File: config.mk
export PLATFORM = sky130hd
export DESIGN_NAME = ctr_window_averager
export DESIGN_NICKNAME = d
export VERILOG_FILES = /design/src/rtl/ctr_pkg.sv /design/src/rtl/ctr_round_shift.sv /design/src/rtl/ctr_window_averager.sv
export SDC_FILE = /design/constraint.sdc
export NUM_CORES = 1
export LEC_CHECK = 0
export CAP_MARGIN = 20
export CELL_PAD_IN_SITES_DETAIL_PLACEMENT = 1
export CELL_PAD_IN_SITES_GLOBAL_PLACEMENT = 2
export CORE_MARGIN = 8
export CORE_UTILIZATION = 36
export CTS_BUF_LIST = sky130_fd_sc_hd__clkbuf_8
export DETAILED_ROUTE_END_ITERATION = 8
export PLACE_DENSITY_LB_ADDON = 0.1
export SLEW_MARGIN = 20
export SYNTH_ARGS = -nofsm -noshare
export SYNTH_HDL_FRONTEND = slang
export SYNTH_SLANG_ARGS = --single-unit
File: constraint.sdc
create_clock -name clk -period 8.8 [get_ports clk]
set_clock_uncertainty 0.2 [all_clocks]
set_input_delay 1.76 -clock clk [delete_from_list [all_inputs] [get_ports clk]]
set_output_delay 1.76 -clock clk [all_outputs]
set_load 0.05 [all_outputs]
File: src/rtl/ctr_pkg.sv
// Shared definitions for the gated-counter window averager.
// Holds default widths, the window FSM encoding and the log2 window clamp.
// No timing of its own; used by ctr_window_averager and ctr_round_shift.
package ctr_pkg;

  localparam int unsigned W_CTR_DEF   = 32;
  localparam int unsigned MAX_LOG_DEF = 8;

  typedef enum logic {
    ST_IDLE = 1'b0,
    ST_FILL = 1'b1
  } ctr_state_e;

  // Effective log2 window length: requests beyond the supported maximum
  // saturate rather than wrap.
  function automatic int unsigned clamp_log(input int unsigned log_n,
                                            input int unsigned max_log = MAX_LOG_DEF);
    return (log_n > max_log) ? max_log : log_n;
  endfunction

endpackage

File: src/rtl/ctr_round_shift.sv
// Rounding divider: registers a closed window sum, then presents sum / 2^log rounded half up.
// Latency: avg_o/vld_o valid the cycle after vld_i (one register, combinational shift after it).
// No backpressure: accepts a sum every cycle; kill_i drops the sum presented that cycle.
// Ports: sum_i/log_i/vld_i closed-window sum in, kill_i restart, avg_o/vld_o rounded mean out.
module ctr_round_shift
  import ctr_pkg::*;
#(
  parameter int unsigned W_CTR   = W_CTR_DEF,
  parameter int unsigned MAX_LOG = MAX_LOG_DEF,
  parameter int unsigned LW      = $clog2(MAX_LOG + 1)
) (
  input  logic                     clk,
  input  logic                     rst_n,
  input  logic [W_CTR+MAX_LOG-1:0] sum_i,
  input  logic [LW-1:0]            log_i,
  input  logic                     vld_i,
  input  logic                     kill_i,
  output logic [W_CTR-1:0]         avg_o,
  output logic                     vld_o
);

  localparam int unsigned SW = W_CTR + MAX_LOG;
  localparam int unsigned RW = SW + 1;

  logic [SW-1:0] sum_q;
  logic [LW-1:0] log_q;
  logic          vld_q;
  logic [RW-1:0] rnd;
  logic [RW-1:0] tot;

  always_ff @(posedge clk or negedge rst_n) begin
    if (!rst_n) begin
      sum_q <= '0;
      log_q <= '0;
      vld_q <= 1'b0;
    end else begin
      vld_q <= vld_i & ~kill_i;
      if (vld_i) begin
        sum_q <= sum_i;
        log_q <= log_i;
      end
    end
  end

  // Half an LSB of the result is added before the shift; N=1 needs no rounding.
  // The mean of W_CTR-bit samples always fits back into W_CTR bits, so the
  // truncating cast never discards a set bit.
  always_comb begin
    rnd   = (log_q == '0) ? '0 : (RW'(1) << (log_q - 1'b1));
    tot   = {1'b0, sum_q} + rnd;
    avg_o = W_CTR'(tot >> log_q);
    vld_o = vld_q;
  end

endmodule

File: src/rtl/ctr_window_averager.sv
// Averages 2^log_n consecutive counter samples and emits mean and signed error vs setpoint.
// Latency: res_vld two cycles after the window-closing cnt_vld; one sample per cycle sustained.
// No backpressure: strobes are never stalled; clr discards the open window and in-flight results.
// Ports: cnt_in/cnt_vld samples, log_n/setpoint config, clr restart; avg/err/res_vld/n_win results.
module ctr_window_averager
  import ctr_pkg::*;
#(
  parameter int unsigned W_CTR   = W_CTR_DEF,
  parameter int unsigned MAX_LOG = MAX_LOG_DEF,
  parameter int unsigned W_LOG   = 4
) (
  input  logic             clk,
  input  logic             rst_n,
  input  logic [W_CTR-1:0] cnt_in,
  input  logic             cnt_vld,
  input  logic [W_LOG-1:0] log_n,
  input  logic [W_CTR-1:0] setpoint,
  input  logic             clr,
  output logic [W_CTR-1:0] avg,
  output logic [W_CTR:0]   err,
  output logic             res_vld,
  output logic [W_CTR-1:0] n_win
);

  localparam int unsigned SW = W_CTR + MAX_LOG;
  localparam int unsigned FW = MAX_LOG + 1;
  localparam int unsigned LW = $clog2(MAX_LOG + 1);

  ctr_state_e state_q, state_d;
  logic [SW-1:0] acc_q, acc_d;
  logic [FW-1:0] fill_q, fill_d;
  logic [LW-1:0] log_q, log_d;

  logic [LW-1:0] log_in, log_use;
  logic [SW-1:0] base_acc, sum_new;
  logic [FW-1:0] base_fill, fill_new;
  logic          hit, close;

  logic [W_CTR-1:0] p1_avg;
  logic             p1_vld;

  logic [W_CTR-1:0] avg_q, avg_d;
  logic [W_CTR:0]   err_q, err_d;
  logic             res_vld_q, res_vld_d;
  logic [W_CTR-1:0] n_win_q, n_win_d;

  // An idle channel behaves like an empty open window, so opening and
  // accumulating share one adder and one completion compare (covers N=1).
  always_comb begin
    log_in    = LW'(clamp_log(32'(log_n), MAX_LOG));
    base_acc  = (state_q == ST_FILL) ? acc_q  : '0;
    base_fill = (state_q == ST_FILL) ? fill_q : '0;
    log_use   = (state_q == ST_FILL) ? log_q  : log_in;
    sum_new   = base_acc + SW'(cnt_in);
    fill_new  = base_fill + FW'(1);
    hit       = cnt_vld && (fill_new == (FW'(1) << log_use));
  end

  always_ff @(posedge clk or negedge rst_n) begin
    if (!rst_n) state_q <= ST_IDLE;
    else        state_q <= state_d;
  end

  always_comb begin
    state_d = state_q;
    if (clr)          state_d = ST_IDLE;
    else if (cnt_vld) state_d = hit ? ST_IDLE : ST_FILL;
  end

  always_comb begin
    acc_d  = acc_q;
    fill_d = fill_q;
    log_d  = log_q;
    close  = 1'b0;
    if (clr) begin
      acc_d  = '0;
      fill_d = '0;
    end else if (cnt_vld) begin
      log_d = log_use;
      if (hit) begin
        // Window hands its sum to the pipeline and frees the accumulator now,
        // so a strobe in the very next cycle opens a fresh window.
        acc_d  = '0;
        fill_d = '0;
        close  = 1'b1;
      end else begin
        acc_d  = sum_new;
        fill_d = fill_new;
      end
    end
  end

  always_ff @(posedge clk or negedge rst_n) begin
    if (!rst_n) begin
      acc_q  <= '0;
      fill_q <= '0;
      log_q  <= '0;
    end else begin
      acc_q  <= acc_d;
      fill_q <= fill_d;
      log_q  <= log_d;
    end
  end

  ctr_round_shift #(
    .W_CTR  (W_CTR),
    .MAX_LOG(MAX_LOG),
    .LW     (LW)
  ) u_round (
    .clk   (clk),
    .rst_n (rst_n),
    .sum_i (sum_new),
    .log_i (log_use),
    .vld_i (close),
    .kill_i(clr),
    .avg_o (p1_avg),
    .vld_o (p1_vld)
  );

  // Result stage; setpoint is taken here so a change applies to the next result.
  always_comb begin
    res_vld_d = p1_vld && !clr;
    avg_d     = avg_q;
    err_d     = err_q;
    n_win_d   = n_win_q;
    if (res_vld_d) begin
      avg_d   = p1_avg;
      err_d   = {1'b0, p1_avg} - {1'b0, setpoint};
      n_win_d = n_win_q + W_CTR'(1);
    end
  end

  always_ff @(posedge clk or negedge rst_n) begin
    if (!rst_n) begin
      avg_q     <= '0;
      err_q     <= '0;
      res_vld_q <= 1'b0;
      n_win_q   <= '0;
    end else begin
      avg_q     <= avg_d;
      err_q     <= err_d;
      res_vld_q <= res_vld_d;
      n_win_q   <= n_win_d;
    end
  end

  assign avg     = avg_q;
  assign err     = err_q;
  assign res_vld = res_vld_q;
  assign n_win   = n_win_q;

endmodule

== Yosys cells after proc, flatten, opt, wreduce, memory -nomap -nowiden ==
Cells that the tools add are included.

* Register bits after elaboration: 197
* Word-level logic and storage cells: 47

* Reductions and logical operators: 6
* Equality and inequality tests: 1
* Mux-type cells: 17
* Shifts and indexed selects: 3
* Bitwise operators: 2
* Add/subtract/negate cells: 6
* Order comparisons: 1

{| class="wikitable"
|+ Operators by type and width
! operator !! number
|-
| 40-bit 2-to-1 mux || 4
|-
| 40-bit by 41-bit adder with 41-bit output || 1
|-
| 41-bit 2-to-1 mux || 1
|-
| 1-bit by 4-bit << shifter with 41-bit output, first input constant || 1
|-
| 41-bit by 4-bit right shift with 32-bit output || 1
|-
| 40-bit by 32-bit adder with 40-bit output || 1
|-
| 9-bit 2-to-1 mux || 4
|-
| 32-bit by 32-bit subtractor with 33-bit output || 1
|-
| 32-bit by 1-bit adder with 32-bit output, second input constant || 1
|-
| 9-bit by 1-bit adder with 9-bit output, second input constant || 1
|-
| 9-bit == test || 1
|-
| 1-bit by 4-bit << shifter with 9-bit output, first input constant || 1
|-
| 4-bit 2-to-1 mux || 2
|-
| 1-bit 2-to-1 mux || 6
|-
| 4-bit > comparator, second input constant || 1
|-
| 4-bit zero test || 1
|-
| 4-bit by 1-bit subtractor with 4-bit output, second input constant || 1
|-
| 1-bit logical AND || 2
|-
| 2-bit AND reduction || 1
|-
| 2-bit nonzero test || 1
|-
| 1-bit AND || 1
|-
| 1-bit zero test || 1
|-
| 1-bit NOT || 1
|}

== Longest topological paths before layout ==
* Depth in word-level cells: 10
* Mapped depth: 33

== Cells and area by module ==
Synthesis repeated with hierarchy kept, for this count alone.

* Cells, all modules: 1809
* Area, all modules: 15476.1 sq um

{| class="wikitable"
|+ Modules (own cells, without submodules)
! module !! sequential area each (sq um) !! instances !! cells each !! area each (sq um)
|-
| ctr_window_averager || 3803.6 || 1 || 1176 || 10124.7
|-
| ctr_round_shift || 1126.1 || 1 || 633 || 5351.4
|}

== Least setup slack after synthesis ==
Ideal clock, no wire load.

* Kind: register -> register
* From: register u_round.log_q[0]
* To: register err_q[31] (netlist: err[31])
* Buffers on the path: 6
* Stages on the path, launching flop included: 32
* Data arrival time: 7.072 ns
* Library setup time: 0.128 ns
* Slack: 1.400 ns
* Data required time: 8.472 ns
* Clock period less this slack: 7.400 ns
* Path through: dfrtp_1 > clkbuf_1 > buf_1 > clkbuf_1 > clkbuf_1 > buf_1 > nand2_1 > nor3_1 > ha_1 > inv_1 > fa_1 > nand2b_1 > a21oi_1 > o21a_1 > or3_1 > buf_2 > and3_1 > nor2_1 > mux4_2 > mux2_2 > a22oi_2 > ha_1 > a21o_1 > or3_1 > o221a_2 > o31a_1 > a31oi_1 > o21a_1 > o31ai_1 > o31ai_1 > mux2i_1 > nand3_1

* Word-level cells in the longest chain between the ends: 6
* Elaborated cells on any way between the ends: 7

{| class="wikitable"
|+ Ends and longest elaborated chain
! element !! line !! text
|-
| from (decl) || ctr_round_shift.sv:26 || <nowiki>logic [LW-1:0] log_q;</nowiki>
|-
| from (signal assigned) || ctr_round_shift.sv:40 || <nowiki>log_q <= log_i;</nowiki>
|-
| 4-bit by 1-bit subtractor with 4-bit output || ctr_round_shift.sv:49 || <nowiki>rnd = (log_q == '0) ? '0 : (RW'(1) << (log_q - 1'b1));</nowiki>
|-
| 1-bit by 4-bit << shifter with 41-bit output || ctr_round_shift.sv:49 ||
|-
| 41-bit 2-to-1 mux || ctr_round_shift.sv:49 ||
|-
| 40-bit by 41-bit adder with 41-bit output || ctr_round_shift.sv:50 || <nowiki>tot = {1'b0, sum_q} + rnd;</nowiki>
|-
| 41-bit by 4-bit right shift with 32-bit output (*) || ctr_round_shift.sv:51 || <nowiki>avg_o = W_CTR'(tot >> log_q);</nowiki>
|-
| net p1_avg[6] || ctr_window_averager.sv:39 || <nowiki>logic [W_CTR-1:0] p1_avg;</nowiki>
|-
| 32-bit by 32-bit subtractor with 33-bit output (*) || ctr_window_averager.sv:128 || <nowiki>err_d = {1'b0, p1_avg} - {1'b0, setpoint};</nowiki>
|-
| to (signal assigned) || ctr_window_averager.sv:141 || <nowiki>err_q <= err_d;</nowiki>
|-
| to (decl) || ctr_window_averager.sv:43 || <nowiki>logic [W_CTR:0] err_q, err_d;</nowiki>
|}

Mark *: on every way through the listed nets, which the timed path passes. The rest lies on a longest branch.
A chain may end at the register's enable or synchronous reset.

== Worst setup path in the final report ==
* From: register u_round.log_q[2]
* To: register err_q[32] (netlist: err[32])

Same word-level chain as after synthesis.

==> impl_metrics.yaml <==
critical_path:
  r2r_start: "u_round.log_q[2]"
  cp_max_fo: 31
  cp-startpoint: "u_round.log_q[2]"
  worstPathArrival_ns: 8.10
  worstSetupPathType: "register to register"
  worst_setup_path_end_kind: "register"
  critPathRequiredTime_ns: 9.00
  startpoint_type: "register"
floorplanning:
  initial_core_util_pct: 36.43
  core_area_um2: 42980
  fp.dieH_um: 224.6
  die_area_um2: 50430
  io_pins: 170
  die_w_um: 224.6
  rows: 76
cells_and_area:
  final_cells: 2546
  area_delta_synth_final_pct: 16.31
  mostFrequentLayoutCells: "nand2_1, dfrtp_1, clkdlybuf4s50_1"
  drive_gt1_share_pct: 6.837
  num-nets-final: 2105
  final_common_cell: "nand2_1"
timing:
  rsz0062_at_grt: "no"
  max_slew.worst_pin.slew_ns: 1.024
  relSlewSlack_pct: 31.54
  max_freq_mhz: 126.6
  slew_violations: 0
  period_needed_ns: 7.900
  setup_tns_ns: 0
  finalHoldViolations: 0
  fin_crit_sh_pct: 89.77
  setup_viol: 0
grt:
  antenna_found_initial: 1
  grt_pass1_vias: 14630
  grt_max_degree: 113
  track_usage_pct: 20.76
  grt_pass1_wl_um: 84510
  grt-ovfl-total: 0
route:
  wl_per_cell_um: 20.59
  via_per_inst: 5.595
  wl_um: 52420
  drt-initial-drc-count: 783
  ant_nets: 0
  drc_errors: 0
  firstDrtPassIters: 4
  via_count: 14246
synthesis:
  netlist_instances: 1844
  synthAdderAreaFrac_pct: 6.935
  seq_area_frac_synth_pct: 31.48
  async_reset_ff_share_pct: 100.0
  synth_top_family_by_area: "compound AO/OA/AOI/OAI gates"
  synth.area.mux_share_pct: 7.870
  syn-num-nets: 2001
  syn_area_um2: 15660
  ys.flop_type: "dfrtp_1"
  avgSynthCellArea_um2: 8.492
  synth_edf_count: 0
  synthXorXnorAreaFrac_pct: 7.327
  ys_ff_latch: 197
  ys_types: 84
  yosys_warnings: 0
  synth-simple-area-share_pct: 19.74
  synth_compound_area_share_pct: 22.24
clocking:
  cts_tree: "built"
  clk_path_buf_depth: 2
  cts_root_buf: "clkbuf_8"
  clkLatencyLatePin_ns: 0.52
  htreeDepth: 4
  cts_buffers: 17
  cts_setup_buffers: 0
  clkSinkCount: 197
  hold_buffers: 0
  clkTransAtPathRegs_ns: 0.10
  cts_resized: 0
pwr:
  p_int_w: 0.002929
  power_density_nw_per_um2: 339.2
  seq_power_share_pct: 22.7
  comb_power_share_pct: 67.9
  power_leakage_nw: 8.081
  swShare_pct: 52.59
  ir_worst_vdd_mv: 0.1227
  pwr-share-clk_pct: 9.5
  p_sw_w: 0.003249
outcome:
  status: "complete, no violations"
placement:
  globalplace.congestion: 0.8799
  dp_hpwl_um: 41360
  io_buffers: 169
  numPlacedInstances: 2514
hold_path:
  hp-start: "n_win[31]"
  hold_path_class: "register to register"
job:
  maxCapViolCount: 0
[cell type report]
cell class              count  area (um2)
clock inverters            13       122.6
diodes                      1       2.502
multi-input cells        1472       10050
well taps                 585       732.0
repair buffers            188        1851
fillers                  5087       24770
clock buffers              18       247.7
inverters                  72       270.3
flip-flops and latches    197        4933
[metal layers]
| metal | part of all wire, % | track usage [%] | wire length [um] | up-vias |
|---|---|---|---|---|
| li1 | - | - | - | 6942 |
| met5 | 0 | 0 | 0 | - |
| met2 | 46 | 33.79 | 24360 | 233 |
| met4 | 2.4 | 6.710 | 1264 | 0 |
| met3 | 3.3 | 3.178 | 1708 | 49 |
| met1 | 48 | 28.02 | 25090 | 7022 |
[through the flow]
| step | cell area, um2 | util [%] | total power [W] | worst slack (ns) | hold slack, ns |
|---|---|---|---|---|---|
| 2_1_floorplan | 15660 | - | 0.004311 | 1.400 | 0.2424 |
| 3_3_place_gp | 17840 | 41.51 | 0.005538 | 1.173 | 0.2574 |
| 3_5_place_dp | 17840 | 41.51 | 0.005592 | 0.9626 | 0.2578 |
| 4_1_cts | 18210 | 42.37 | 0.006207 | 0.9116 | 0.2765 |
| 5_1_grt | 18210 | 42.38 | 0.006671 | 0.2838 | 0.2984 |
| 6_report | 18210 | 42.38 | 0.006178 | 0.9003 | 0.2716 |
[flip-flops by register name, indices dropped and copies added, names as in the netlist]
| register | flops |
|---|---|
| u_round.log_q | 4 |
| res_vld | 1 |
| avg | 32 |
| acc_q | 40 |
| fill_q | 9 |
| u_round.vld_o | 1 |
| err | 33 |
| u_round.sum_q | 40 |
| log_q | 4 |
| state_q | 1 |
| n_win | 32 |
[power by group through the flow]
| stage | sequential, W | clock [W] | combinational (W) |
|---|---|---|---|
| 2_1_floorplan | 0.00165 | 0 | 0.00266 |
| 3_3_place_gp | 0.00141 | 0 | 0.00413 |
| 3_5_place_dp | 0.00142 | 0 | 0.00418 |
| 4_1_cts | 0.00140 | 0.000614 | 0.00420 |
| 5_1_grt | 0.00144 | 0.000643 | 0.00459 |
| 6_report | 0.00140 | 0.000587 | 0.00419 |
[synthesized netlist by cell type (all sizes together), types with 51 or more instances]
cell	count	area, um2
a21oi	90	450.4
clkbuf	75	281.5
dfrtp	197	4930
ha	82	1026
inv	70	262.8
mux2	52	589.3
nand2	207	777.0
nand3	61	305.3
nor2	126	473.0
nor3	51	260.3
o21ai	109	545.5
xnor2	81	709.4
[logic make-up (layout without fill, tap and decap cells)]
| group | after synthesis | after routing |
|---|---|---|
| muxes | 105 | 105 |
| buffers and inverters | 175 | 291 |
| DFF | 197 | 197 |
| other | 1 | 2 |
| adders and majority gates | 85 | 85 |
| and+or+nand+nor | 642 | 642 |
| xor gates and xnor gates | 131 | 131 |
| AOI/OAI and AO/OA | 508 | 508 |
[final timing paths]
kind | to | cells past startpoint | slack (ns)
max | err[32] | 23 | 0.90
min | n_win[31] | 1 | 0.27
max reg2reg | err[32] | 23 | 0.90
min reg2reg | n_win[31] | 1 | 0.27
max in group asynchronous | u_round.log_q[0] | 2 | 6.26
min in group asynchronous | err[26] | 1 | 1.04
[critical path, stage by stage (launching register included)]
cell      delay [ns]
dfrtp_2         0.77
buf_4           0.45
nand2_1         0.23
nor2_1          0.18
ha_1            0.30
a21o_1          0.21
or3_1           0.34
o21a_1          0.24
or3_1           0.63
a21oi_1         0.27
nor2_1          0.07
mux4_2          0.51
a221oi_1        0.51
ha_1            0.39
nand3_1         0.11
nor2_1          0.06
o211a_1         0.28
o211ai_1        0.30
a31oi_1         0.20
or2_2           0.35
o211a_1         0.24
o311ai_0        0.56
nor2b_1         0.10
o41ai_1         0.25
No activity file was read; power rests on OpenSTA's default activity.
